===== src/rtl/frogger_pkg.sv =====
// -----------------------------------------------------------------------------
// frogger_pkg
// Shared definitions for the Frogger game sequencer: FSM state codes,
// move-direction codes, the BCD digit type, and two small helpers used by the
// controller (press arbitration and the lives-to-LED thermometer mapping).
// -----------------------------------------------------------------------------
package frogger_pkg;

   // State codes are visible on o_State, so they are fixed numeric constants.
   localparam logic [2:0] ST_IDLE      = 3'd0;
   localparam logic [2:0] ST_PLAY      = 3'd1;
   localparam logic [2:0] ST_DYING     = 3'd2;
   localparam logic [2:0] ST_LEVEL_UP  = 3'd3;
   localparam logic [2:0] ST_GAME_OVER = 3'd4;

   // Direction codes match the bit positions of the button bus {R,L,D,U}.
   typedef enum logic [1:0] {
      DIR_UP    = 2'd0,
      DIR_DOWN  = 2'd1,
      DIR_LEFT  = 2'd2,
      DIR_RIGHT = 2'd3
   } move_dir_t;

   typedef logic [3:0] bcd_digit_t;

   // Simultaneous presses resolve Up > Down > Left > Right.
   function automatic move_dir_t arbitrate_press(input logic [3:0] press);
      move_dir_t dir;
      if (press[0])
         dir = DIR_UP;
      else if (press[1])
         dir = DIR_DOWN;
      else if (press[2])
         dir = DIR_LEFT;
      else
         dir = DIR_RIGHT;
      return dir;
   endfunction

   function automatic logic [2:0] lives_to_therm(input logic [1:0] lives);
      logic [2:0] therm;
      case (lives)
         2'd0:    therm = 3'b000;
         2'd1:    therm = 3'b001;
         2'd2:    therm = 3'b011;
         default: therm = 3'b111;
      endcase
      return therm;
   endfunction

endpackage


===== src/rtl/frogger_frame_tick.sv =====
// -----------------------------------------------------------------------------
// frogger_frame_tick
// Produces a one-cycle frame tick on the falling edge of VSync (end of the
// active rows). All game timing is counted in these ticks.
//
// Ports:
//   i_Clk    in   system/pixel clock
//   i_Rst    in   synchronous reset, active-high
//   i_VSync  in   VSync level from the VGA sync generator
//   o_Tick   out  1 for one cycle when VSync goes 1 -> 0
// -----------------------------------------------------------------------------
module frogger_frame_tick (
   input  logic i_Clk,
   input  logic i_Rst,
   input  logic i_VSync,
   output logic o_Tick
);

   logic vsync_reg;

   always_ff @(posedge i_Clk) begin
      if (i_Rst)
         vsync_reg <= 1'b0;
      else
         vsync_reg <= i_VSync;
   end

   assign o_Tick = vsync_reg & ~i_VSync;

endmodule


===== src/rtl/frogger_game_ctrl.sv =====
// -----------------------------------------------------------------------------
// frogger_game_ctrl
// Game-level sequencer for Frogger. Converts debounced switch levels into
// one-shot move requests (valid/ready), detects the four-switch start chord,
// and sequences IDLE / PLAY / DYING / LEVEL_UP / GAME_OVER. Owns lives, level
// and the two-digit BCD score.
//
// Ports:
//   i_Clk           in   system/pixel clock
//   i_Rst           in   synchronous reset, active-high
//   i_VSync         in   VSync (frame timing source)
//   i_Buttons[3:0]  in   debounced switches {Right,Left,Down,Up}
//   i_Hit           in   collision from datapath
//   i_Goal          in   frog reached home row
//   i_Move_Ready    in   datapath accepts the pending move this cycle
//   o_Move_Valid    out  move request pending
//   o_Move_Dir[1:0] out  0=Up 1=Down 2=Left 3=Right
//   o_Frog_Respawn  out  one-cycle pulse when the state becomes PLAY
//   o_Freeze        out  halt object motion (every state but PLAY)
//   o_State[2:0]    out  current state code
//   o_Lives[2:0]    out  thermometer-coded lives for the LEDs
//   o_Level[2:0]    out  current level
//   o_Score_Tens    out  BCD tens digit
//   o_Score_Ones    out  BCD ones digit
// -----------------------------------------------------------------------------
module frogger_game_ctrl
   import frogger_pkg::*;
#(
   parameter int unsigned START_HOLD_FRAMES = 30,
   parameter int unsigned DEATH_FRAMES      = 60,
   parameter int unsigned LEVEL_FRAMES      = 90,
   parameter int unsigned INIT_LIVES        = 3,
   parameter int unsigned MAX_LEVEL         = 7
) (
   input  logic       i_Clk,
   input  logic       i_Rst,
   input  logic       i_VSync,
   input  logic [3:0] i_Buttons,
   input  logic       i_Hit,
   input  logic       i_Goal,
   input  logic       i_Move_Ready,
   output logic       o_Move_Valid,
   output logic [1:0] o_Move_Dir,
   output logic       o_Frog_Respawn,
   output logic       o_Freeze,
   output logic [2:0] o_State,
   output logic [2:0] o_Lives,
   output logic [2:0] o_Level,
   output logic [3:0] o_Score_Tens,
   output logic [3:0] o_Score_Ones
);

   localparam logic [6:0] HOLD_CNT   = 7'(START_HOLD_FRAMES);
   localparam logic [6:0] DEATH_CNT  = 7'(DEATH_FRAMES);
   localparam logic [6:0] LEVEL_CNT  = 7'(LEVEL_FRAMES);
   localparam logic [1:0] LIVES_INIT = 2'(INIT_LIVES);
   localparam logic [2:0] LEVEL_MAX  = 3'(MAX_LEVEL);

   logic       tick;
   logic [3:0] btn_reg;
   logic [3:0] press;

   logic [2:0] state_reg, state_next;
   logic [6:0] frame_cnt_reg, frame_cnt_next;
   logic [6:0] frame_cnt_inc;
   logic       move_valid_reg, move_valid_next;
   move_dir_t  move_dir_reg, move_dir_next;
   logic       respawn_reg, respawn_next;
   logic [1:0] lives_reg, lives_next;
   logic [2:0] level_reg, level_next;
   bcd_digit_t tens_reg, tens_next;
   bcd_digit_t ones_reg, ones_next;

   frogger_frame_tick u_frame_tick (
      .i_Clk   (i_Clk),
      .i_Rst   (i_Rst),
      .i_VSync (i_VSync),
      .o_Tick  (tick)
   );

   assign press         = i_Buttons & ~btn_reg;
   assign frame_cnt_inc = frame_cnt_reg + 7'd1;

   always_comb begin
      state_next      = state_reg;
      frame_cnt_next  = frame_cnt_reg;
      move_valid_next = move_valid_reg;
      move_dir_next   = move_dir_reg;
      respawn_next    = 1'b0;
      lives_next      = lives_reg;
      level_next      = level_reg;
      tens_next       = tens_reg;
      ones_next       = ones_reg;

      case (state_reg)
         ST_IDLE, ST_GAME_OVER: begin
            // The frame counter doubles as the start-chord hold counter here.
            if (tick) begin
               if (i_Buttons == 4'hF) begin
                  if (frame_cnt_inc == HOLD_CNT) begin
                     state_next     = ST_PLAY;
                     frame_cnt_next = 7'd0;
                     respawn_next   = 1'b1;
                     lives_next     = LIVES_INIT;
                     level_next     = 3'd1;
                     tens_next      = 4'd0;
                     ones_next      = 4'd0;
                  end else begin
                     frame_cnt_next = frame_cnt_inc;
                  end
               end else begin
                  frame_cnt_next = 7'd0;
               end
            end
         end

         ST_PLAY: begin
            if (i_Hit) begin
               state_next      = ST_DYING;
               frame_cnt_next  = 7'd0;
               move_valid_next = 1'b0;
               if (lives_reg != 2'd0)
                  lives_next = lives_reg - 2'd1;
            end else if (i_Goal) begin
               state_next      = ST_LEVEL_UP;
               frame_cnt_next  = 7'd0;
               move_valid_next = 1'b0;
               if (level_reg < LEVEL_MAX)
                  level_next = level_reg + 3'd1;
               // 99 is the ceiling; otherwise ones 9 -> 0 carries into tens.
               if (!(tens_reg == 4'd9 && ones_reg == 4'd9)) begin
                  if (ones_reg == 4'd9) begin
                     ones_next = 4'd0;
                     tens_next = tens_reg + 4'd1;
                  end else begin
                     ones_next = ones_reg + 4'd1;
                  end
               end
            end else if (move_valid_reg) begin
               // Presses seen while a request is outstanding (including the
               // acceptance cycle) are dropped.
               if (i_Move_Ready)
                  move_valid_next = 1'b0;
            end else if (press != 4'd0) begin
               move_valid_next = 1'b1;
               move_dir_next   = arbitrate_press(press);
            end
         end

         ST_DYING: begin
            if (tick) begin
               if (frame_cnt_inc == DEATH_CNT) begin
                  frame_cnt_next = 7'd0;
                  if (lives_reg == 2'd0) begin
                     state_next = ST_GAME_OVER;
                  end else begin
                     state_next   = ST_PLAY;
                     respawn_next = 1'b1;
                  end
               end else begin
                  frame_cnt_next = frame_cnt_inc;
               end
            end
         end

         ST_LEVEL_UP: begin
            if (tick) begin
               if (frame_cnt_inc == LEVEL_CNT) begin
                  frame_cnt_next = 7'd0;
                  state_next     = ST_PLAY;
                  respawn_next   = 1'b1;
               end else begin
                  frame_cnt_next = frame_cnt_inc;
               end
            end
         end

         default: begin
            state_next     = ST_IDLE;
            frame_cnt_next = 7'd0;
         end
      endcase
   end

   always_ff @(posedge i_Clk) begin
      if (i_Rst) begin
         btn_reg        <= 4'd0;
         state_reg      <= ST_IDLE;
         frame_cnt_reg  <= 7'd0;
         move_valid_reg <= 1'b0;
         move_dir_reg   <= DIR_UP;
         respawn_reg    <= 1'b0;
         lives_reg      <= 2'd0;
         level_reg      <= 3'd0;
         tens_reg       <= 4'd0;
         ones_reg       <= 4'd0;
      end else begin
         btn_reg        <= i_Buttons;
         state_reg      <= state_next;
         frame_cnt_reg  <= frame_cnt_next;
         move_valid_reg <= move_valid_next;
         move_dir_reg   <= move_dir_next;
         respawn_reg    <= respawn_next;
         lives_reg      <= lives_next;
         level_reg      <= level_next;
         tens_reg       <= tens_next;
         ones_reg       <= ones_next;
      end
   end

   assign o_Move_Valid   = move_valid_reg;
   assign o_Move_Dir     = move_dir_reg;
   assign o_Frog_Respawn = respawn_reg;
   assign o_Freeze       = (state_reg != ST_PLAY);
   assign o_State        = state_reg;
   assign o_Lives        = lives_to_therm(lives_reg);
   assign o_Level        = level_reg;
   assign o_Score_Tens   = tens_reg;
   assign o_Score_Ones   = ones_reg;

endmodule


===== config.mk =====
export PLATFORM = sky130hd
export DESIGN_NAME = frogger_game_ctrl
export DESIGN_NICKNAME = d
export VERILOG_FILES = /design/src/rtl/frogger_pkg.sv /design/src/rtl/frogger_frame_tick.sv /design/src/rtl/frogger_game_ctrl.sv
export SDC_FILE = /design/constraint.sdc
export NUM_CORES = 1
export LEC_CHECK = 0
export ABC_AREA = 1
export BUFFER_PORTS_ARGS = -buffer_cell sky130_fd_sc_hd__buf_4
export CAP_MARGIN = 20
export CELL_PAD_IN_SITES_DETAIL_PLACEMENT = 1
export CELL_PAD_IN_SITES_GLOBAL_PLACEMENT = 1
export CORE_MARGIN = 10
export CORE_UTILIZATION = 36
export CTS_CLUSTER_DIAMETER = 40
export CTS_CLUSTER_SIZE = 14
export DETAILED_ROUTE_END_ITERATION = 6
export GPL_TIMING_DRIVEN = 0
export PLACE_DENSITY_LB_ADDON = 0.25
export SKIP_CTS_REPAIR_TIMING = 1
export SLEW_MARGIN = 40
export SYNTH_ARGS = -nofsm -noshare
export SYNTH_HDL_FRONTEND = slang
export SYNTH_SLANG_ARGS = --single-unit

===== constraint.sdc =====
create_clock -name i_Clk -period 1.6 [get_ports i_Clk]
set_input_delay 0.08 -clock i_Clk [delete_from_list [all_inputs] [get_ports i_Clk]]
set_output_delay 0.08 -clock i_Clk [all_outputs]
set_load 0.02 [all_outputs]

* Yosys cells after proc, flatten, opt, wreduce, memory -nomap -nowiden
Cells that the tools add are included.
Cells by class: eq/ne operators 28, bitwise operators 7, divide/modulo/power cells 0, shifts and indexed selects 0, multipliers 0, reduce and logical (&&, ||, !) cells 14, $lt $le $gt $ge 1, mux-type cells 62, $add $sub $neg 5
Operator list (count):
- $mux W7 | 9
- $mux W4 | 11
- $mux W3 | 13
- $ne A2 B2 Y1 const B | 14
- $pmux W7 S4 | 1
- $pmux W4 S2 | 2
- $reduce_and A8 Y1 | 2
- $mux W1 | 14
- $mux W2 | 7
- $reduce_and A7 Y1 | 2
- $eq A4 B4 Y1 const B | 3
- $pmux W3 S4 | 1
- $pmux W3 S3 | 1
- $add A4 B1 Y4 const B | 2
- $add A7 B1 Y7 const B | 1
- $eq A7 B5 Y1 const B | 1
- $eq A7 B6 Y1 const B | 1
- $eq A7 B7 Y1 const B | 1
- $eq A3 B2 Y1 const B | 2
- $pmux W3 S2 | 1
- $reduce_and A6 Y1 | 1
- $reduce_and A5 Y1 | 1
- $and A4 B4 Y4 | 1
- $not A1 Y1 | 4
- 20 further kinds | 21
Storage, ports and cells: RAM bits 0, memories kept 0, memory bits (read-only) 0, input bits 10, latch bits 0, logic and storage cells 128, bits in registers 32, output and inout bits 22

* Depth between registers and ports, before layout
Gate-level depths: netlist of run 1.
depth in word-level cells 7, depth in mapped cells 14, depth with buffers taken out 14

* Modules after synthesis
From an unflattened synthesis of run 1, not the netlist that was laid out.
Unflattened totals: cells, all modules 321, area, all modules 2109.5 sq um
By module, submodules not included:
- frogger_game_ctrl | cells an instance 316, area an instance 2072.0 sq um, times used 1, seq. area each 620.6 sq um
- frogger_frame_tick | cells an instance 5, area an instance 37.5 sq um, times used 1, seq. area each 20.0 sq um

* Worst setup path after synthesis of run 1
OpenSTA, ideal clock, no wires.
path kind flip-flop to flip-flop, from reg state_reg[0] (netlist: o_State[0]), to reg frame_cnt_reg[2], buffers on the path 0, stages on the path, launching flop included 12, path slack -109 ps, clock period less this slack 1709 ps, data required time 1467 ps, library setup time 133 ps, arrival time 1575 ps, cell sequence dfxtp_1 -> nand3b_4 -> inv_6 -> nand2_4 -> inv_1 -> nand2_4 -> o21ai_4 -> inv_2 -> nand2_2 -> inv_1 -> nand3_1 -> a21oi_1
On the way: cells in the longest elaborated chain, start to end 4, elaborated cells between the ends (all ways) 12, classes of those cells eq/ne: 8; mux: 1; reduce/logical: 3
RTL lines:
- start, declared | line frogger_game_ctrl.sv:63 | logic [2:0] state_reg, state_next;
- start signal, assigned | line frogger_game_ctrl.sv:199 | state_reg <= state_next;
- $eq A3 B3 Y1 / $logic_not A3 Y1 (equally long branches) | line frogger_game_ctrl.sv:95 | case (state_reg)
- $reduce_or A2 Y1 | line frogger_game_ctrl.sv:95
- $ne A2 B2 Y1 (no line)
- $reduce_and A4 Y1 (no line)
- end signal, assigned | line frogger_game_ctrl.sv:200 | frame_cnt_reg <= frame_cnt_next;
- end, declared | line frogger_game_ctrl.sv:64 | logic [6:0] frame_cnt_reg, frame_cnt_next;
Parallel ways exist; a longest one is shown, timed or not. A chain may end at the register's enable or synchronous reset.

* Final worst setup path of run 1
from reg frame_cnt_reg[1], to reg level_reg[0] (netlist: o_Level[0])
On the way: cells in the longest elaborated chain, start to end 4
RTL lines:
- $add A7 B1 Y7 | line frogger_game_ctrl.sv:82 | assign frame_cnt_inc = frame_cnt_reg + 7'd1;
- $eq A7 B5 Y1 | line frogger_game_ctrl.sv:100 | if (frame_cnt_inc == HOLD_CNT) begin
- $ne A2 B2 Y1 (no line)
- $reduce_and A7 Y1 (no line)
- end signal, assigned | line frogger_game_ctrl.sv:205 | level_reg <= level_next;
- end, declared | line frogger_game_ctrl.sv:70 | logic [2:0] level_reg, level_next;
No other way between the ends.

==> run metrics, run 1 <==
Util after Layout 0.512; Synth cell types 35; slowest CP cell dfxtp_4; Critical path buffers and inverters 1; starting density of the core 0.367; RSZ-0062 raised after global routing true; total global-route track usage 0.124; Flop pwr share 0.522; final hold vios 0; Via density 4.83; Worst VDD drop 406 uV; Core Footprint 0.00547 mm2; flops & latches, synth 32; DRT Pass-1 Iters 4; R2R depth 10; Least-Margin Pin Slew 714 ps; synthesized area 0.00201 mm2; failing checks negative setup slack; Max-slew headroom 0.524; HP Class input pin to flip-flop; Critical Path Max Stage Delay 380 ps; share of post-route cells with drive strength above 1 0.394; I/O pin cnt 32; Lkg Pwr 1.28 nW; CTS Sinks 32; antenna viol nets, final 0; Syn Inst Count 292; Row Count 27; drt total wl 6.04 mm; CP required 1780 ps; TritonCTS clock tree yes; number of flip-flops in the largest register 7; die height 94.7 um; Crit. End Element flip-flop; skew final 4.73 ps; post-synth top area share 0.319; port bufs 30; vias in the first global route 1,984; H-tree depth 2; Reg2Reg Launch Point frame_cnt_reg[1]; mean post-synth cell area 6.88 um2; WS Path Type flip-flop to flip-flop; Root Buffer clkbuf_8; gr ovfl total 0; clock buffer depth 2; 1st-iter DRT viols 38; fin crit share 1.10; clk slew on worst S/H paths 70 ps; Switching Power 352 uW; EDFF count, synth 0; hold_ws 22.6 ps; Die X 94.7 um; routed length per placed instance 14.4 um; setup_tns -2700 ps; FMAX 568 MHz; Syn-to-layout area delta 39.4%; Non-Filler Instances 420; Die ar. 0.00897 mm2; area leader, netlist dfxtp_1; vias 2,028; Max FO, Critical Path 6; CP Launch Type flip-flop; largest net degree at the start of global routing 11; Setup-failing EPs final 23; final worst slack -161 ps; most frequent CP cell nand2_8; total power density per cell area 548 mW/mm2; fin. max-slew vios 0; Final HPWL DP 4.28 mm; syn nets 313; Clock Latency Late Sink 280 ps; worst hold path endpoint u_frame_tick.vsync_reg; Synth area leaders dfxtp_1 (32%), nand2_1 (9.5%), inv_1 (7.7%); internal power 1.18 mW; sw frac 0.230; YS warnings 0; DR DRC count 0; reported max-cap violation count 0; crit-path leading delay family simple AND/OR/NAND/NOR gates; antenna cells 0; status finished with violations; placed cell count 394; Seq/Total Area, Yosys 0.319; clock power share 0.420; final weighted congestion in routability-driven placement 0.812; nets@finish 368; Most used DFF post-synth dfxtp_1; TritonCTS buffer count 5; post-synthesis async set-or-reset flop share 0; initial antenna violation count 0; r2r endpoint o_Level[0]; Setup WS pre-CTS -233 ps; hold path depth 3; R2R Setup Slk -160 ps; Worst Path Arrival 1940 ps; crit path cell chain buf_4 > nand3_2 > o21bai_2 > nand2_2 > nor2_4 > nand3_4 > nand2_8 > nand2_8 > o21ai_0 > nor2_1; Comb power frac 0.059; min Tclk post-route 1760 ps; min-delay src i_VSync; first-pass GRT wire length 9.11 mm
[worst max path at each step]
| stage | from | end | slack (ps) | depth (start not counted) |
|---|---|---|---|---|
| floorplan | o_State[2] | frame_cnt_reg[2] | 5 | 12 |
| global placement | frame_cnt_reg[1] | o_State[0] | -190 | 11 |
| detailed placement | frame_cnt_reg[1] | lives_reg[1] | -230 | 12 |
| CTS | frame_cnt_reg[1] | o_Score_Tens[3] | -260 | 14 |
| global route | frame_cnt_reg[0] | o_State[2] | -300 | 12 |
| finish | frame_cnt_reg[1] | o_Level[0] | -160 | 10 |
[logic make-up (layout without fill, tap and decap cells)]
logic type,Yosys count,after routing,share of synthesized area
AOI/OAI and AO/OA,47,47,0.137
xor gates and xnor gates,5,5,0.0218
adders and majority gates,11,11,0.0685
buffers and inverters,52,108,0.100
DFF,32,32,0.319
and+or+nand+nor,145,145,0.354
[worst reg2reg max path: cells and delay by family (launching register included)]
kind	cells	cell delay, ps
flops	1	380
compound gates	2	340
simple gates	7	830
buf+inv	1	120
[synthesized netlist by cell type (2+ instances only)]
cell type,n
o21ai_0,14
nor2_2,5
o21ai_1,3
a21oi_1,23
nand3_1,20
inv_1,41
xor2_1,3
nand2_2,9
nand4_1,4
o21ai_4,2
nor3_1,3
ha_1,11
xnor2_1,2
nand2_1,51
dfxtp_1,32
clkbuf_1,3
o21bai_1,2
nor2_1,40
inv_2,5
nand2_4,3
or2_2,2
[through the flow]
stage          cell area, um2  total power [mW]
6_report                 2800              1.53
5_1_grt                  2800              1.61
4_1_cts                  2420              1.56
3_5_place_dp             2330             0.903
3_3_place_gp             2330             0.902
2_1_floorplan            2020             0.868
[cells in the final DEF (no fill, tap or decap), types with 2 or more instances in the layout]
cell type / n
clkbuf_1: 5
ha_1: 10
a21oi_2: 4
nand2_1: 38
o21ai_1: 6
xor2_1: 3
nor2_4: 7
o21ai_0: 6
or2_2: 2
nand3_4: 2
inv_4: 3
nand2_2: 16
a21oi_1: 20
nand3_2: 7
nand2_4: 7
dfxtp_1: 24
nor2_1: 35
clkbuf_8: 6
nand2_8: 2
o21ai_2: 5
dfxtp_2: 5
dfxtp_4: 3
nand3_1: 13
buf_4: 47
xnor2_1: 2
nor3_1: 3
nor2_2: 4
o21ai_4: 2
inv_2: 7
inv_1: 37
nand4_1: 4
[power groups by stage]
| stage | sequential (mW) | combinational (mW) | clock [mW] |
|---|---|---|---|
| after detailed placement | 0.823 | 0.0795 | 0 |
| after CTS | 0.805 | 0.0797 | 0.671 |
| final | 0.800 | 0.0899 | 0.644 |
| after floorplan | 0.823 | 0.0457 | 0 |
| after global placement | 0.823 | 0.0785 | 0 |
| after global routing | 0.800 | 0.0990 | 0.708 |
[per-layer routing]
metal | part of all wire | track usage | vias to the layer above
li1 | - | - | 1036
met1 | 0.47 | 0.162 | 956
met2 | 0.48 | 0.198 | 28
met3 | 0.032 | 0.0278 | 8
met4 | 0.012 | 0.0424 | 0
met5 | 0 | 0 | -
[final cells by class]
type                            instances  area, um2
Multi-Input combinational cell        208       1390
Sequential cell                        32        658
Buffer                                  4       18.8
Tap cell                               72       90.1
Fill cell                             702       2670
Inverter                               48        193
Timing Repair Buffer                   48        364
Clock buffer                            8       90.1
Power figures use the tool's default switching activity.
==> run 2: changes to the inputs <==
--- a/config.mk
+++ b/config.mk
@@ -10,8 +10,8 @@
 export CAP_MARGIN = 20
 export CELL_PAD_IN_SITES_DETAIL_PLACEMENT = 1
 export CELL_PAD_IN_SITES_GLOBAL_PLACEMENT = 1
-export CORE_MARGIN = 10
-export CORE_UTILIZATION = 36
+export CORE_MARGIN = 3
+export CORE_UTILIZATION = 40
 export CTS_CLUSTER_DIAMETER = 40
 export CTS_CLUSTER_SIZE = 14
 export DETAILED_ROUTE_END_ITERATION = 6
==> constraint.sdc (replaced) <==
create_clock -name i_Clk -period 1.96 [get_ports i_Clk]
set_input_delay 0.098 -clock i_Clk [delete_from_list [all_inputs] [get_ports i_Clk]]
set_output_delay 0.098 -clock i_Clk [all_outputs]
set_load 0.02 [all_outputs]
==> run 2 against run 1 <==
  * The run now ends clean
  * Critical path depth increased by 2
  * Worst setup slack improved by 320 ps
  * Routed wire length decreased by 11%
  * Register-to-register slack improved by 320 ps
  * Utilization increased by 0.57 points
  * Sequential share of layout area increased by 2.7 points
  * Combinational power decreased by 29%
  * First-iteration DRC count increased by 55%
  * Die area decreased by 34%
  * Sequential cell count unchanged
  * Clock skew increased by 1.5 ps
  * Critical path type unchanged
  * Highest routed layer unchanged
==> run metrics, run 2 (synthesis gave the netlist of run 1 again) <==
Final HPWL DP 4.17 mm (-2.6%); Core Footprint 0.00479 mm2 (-13%); Flop pwr share 0.518 (-0.004); TritonCTS buffer count 5 (unchanged); Comb power frac 0.051 (-0.008); port bufs 30 (unchanged); min Tclk post-route 1800 ps (+35.0 ps); routed length per placed instance 13.4 um (-6.6%); vias 1,965 (-3.1%); drt total wl 5.36 mm (-11%); clock buffer depth 2 (unchanged); Crit. End Element flip-flop; Lkg Pwr 1.12 nW (-12%); total global-route track usage 0.188 (+0.0641); total power density per cell area 511 mW/mm2 (-6.7%); sw frac 0.219 (-0.0108); Final Cell Area 0.00248 mm2 (-12%); WL met3 145 um (-24%); TritonCTS clock tree yes; clk slew on worst S/H paths 70 ps (about the same); Die X 76.9 um (-19%); HP Class input pin to flip-flop; final hold vios 0 (unchanged); WS Path Type flip-flop to flip-flop; initial antenna violation count 0 (unchanged); H-tree depth 2 (unchanged); starting density of the core 0.420 (+0.0527); die height 76.9 um (-19%); first-pass GRT wire length 9.07 mm (-0.45%); total power 1.27 mW (-17%); gr ovfl total 0 (unchanged); Row Count 25 (-7.4%); hold path depth 3 (unchanged); Worst VDD drop 290 uV (-29%); DR DRC count 0 (unchanged); R2R depth 12 (+2); CP Launch Type flip-flop; fin. max-slew vios 0 (unchanged); Worst Path Arrival 1960 ps (+20 ps); DRT Pass-1 Iters 4 (unchanged); 1st-iter DRT viols 59 (+55%); Die ar. 0.00591 mm2 (-34%); Root Buffer clkbuf_8; Least-Margin Pin Slew 562 ps (-152 ps); DP Area 0.00232 mm2 (-0.59%); met1 wire length 2.43 mm (-15%); vias in the first global route 2,023 (+2.0%); antenna cells 0 (unchanged); wire length on met2 2.70 mm (-7.5%); top sig layer met4; FMAX 557 MHz (-1.9%); CTS Sinks 32 (unchanged); number of flip-flops in the largest register 7 (unchanged); internal power 989 uW (-16%); final weighted congestion in routability-driven placement 0.795 (-2.1%); Max-slew headroom 0.625 (+0.101); I/O pin cnt 32 (unchanged); antenna viol nets, final 0 (unchanged); nets@finish 353 (-4.1%); Setup-failing EPs final 0 (-100%); Max FO, Critical Path 6 (unchanged); CP required 2130 ps (+350 ps); skew final 6.24 ps (+1.51 ps); clock power share 0.432 (+0.012); share of post-route cells with drive strength above 1 0.250 (-0.144); Via density 4.92 (+2.0%); reported max-cap violation count 0 (unchanged); Switching Power 277 uW (-21%); most frequent cells in the layout nand2_1 (49), inv_1 (41), nor2_1 (39); status finished clean; largest net degree at the start of global routing 11 (unchanged); Syn-to-layout area delta 23.2%; fin crit share 0.916 (-0.184); hold_ws 45.3 ps (+22.7 ps); commonest non-fill, non-tap cell in the layout nand2_1; Clock Latency Late Sink 280 ps (about the same)
## run 2: cell count changes in the layout (fill, tap and decap cells not counted), sizes merged
cell / previous run / this run
clkbuf: 12 / 10
buf: 48 / 34
## run 2: metrics by stage
step	worst slack, ps	utilization	instances	TNS, ps
2_1_floorplan	251	-	292	0
3_3_place_gp	56.9	0.484	389	0
3_5_place_dp	-30.3	0.484	389	-38.1
4_1_cts	-42.5	0.505	396	-124
5_1_grt	-13.2	0.517	399	-24.8
6_report	164	0.517	399	0
## run 2: worst paths after layout
kind	start	end	slack (ps)
max reg2reg	frame_cnt_reg[0]	lives_reg[0]	160
max	frame_cnt_reg[0]	lives_reg[0]	160
min reg2reg	o_Move_Dir[0]	o_Move_Dir[0]	470
min	i_VSync	u_frame_tick.vsync_reg	50
## run 2: cell type report
class / count / area, um2
buffer: 4 / 16.3
clock buffer: 7 / 96.3
sequential: 32 / 649
timing repair buffer: 33 / 248
multi-input combinational: 208 / 1200
fill: 642 / 2310
inverter: 48 / 185
tap: 67 / 83.8
## run 2: worst max-delay path, cell delays in order (launching register included)
cell	delay, ps
dfxtp_4	380
ha_4	160
nand2_2	80
inv_2	100
nand3_1	70
nand2_1	90
inv_2	60
nor2_4	150
nand3_4	130
nand2_4	130
nand2_1	110
o21ai_0	170
a21oi_1	60
## run 2: power groups by stage
stage	Combinational (mW)	Clock, mW	Sequential, mW
after floorplan	0.0373	0	0.672
after global placement	0.0620	0	0.672
after detailed placement	0.0639	0	0.672
after CTS	0.0646	0.559	0.658
after global routing	0.0717	0.601	0.655
final	0.0639	0.547	0.655
## run 2: per-layer routing
metal / global-route usage / vias up
li1: - / 1006
met1: 0.218 / 927
met2: 0.356 / 24
met3: 0.0317 / 8
met4: 0.0435 / 0
met5: 0 / -
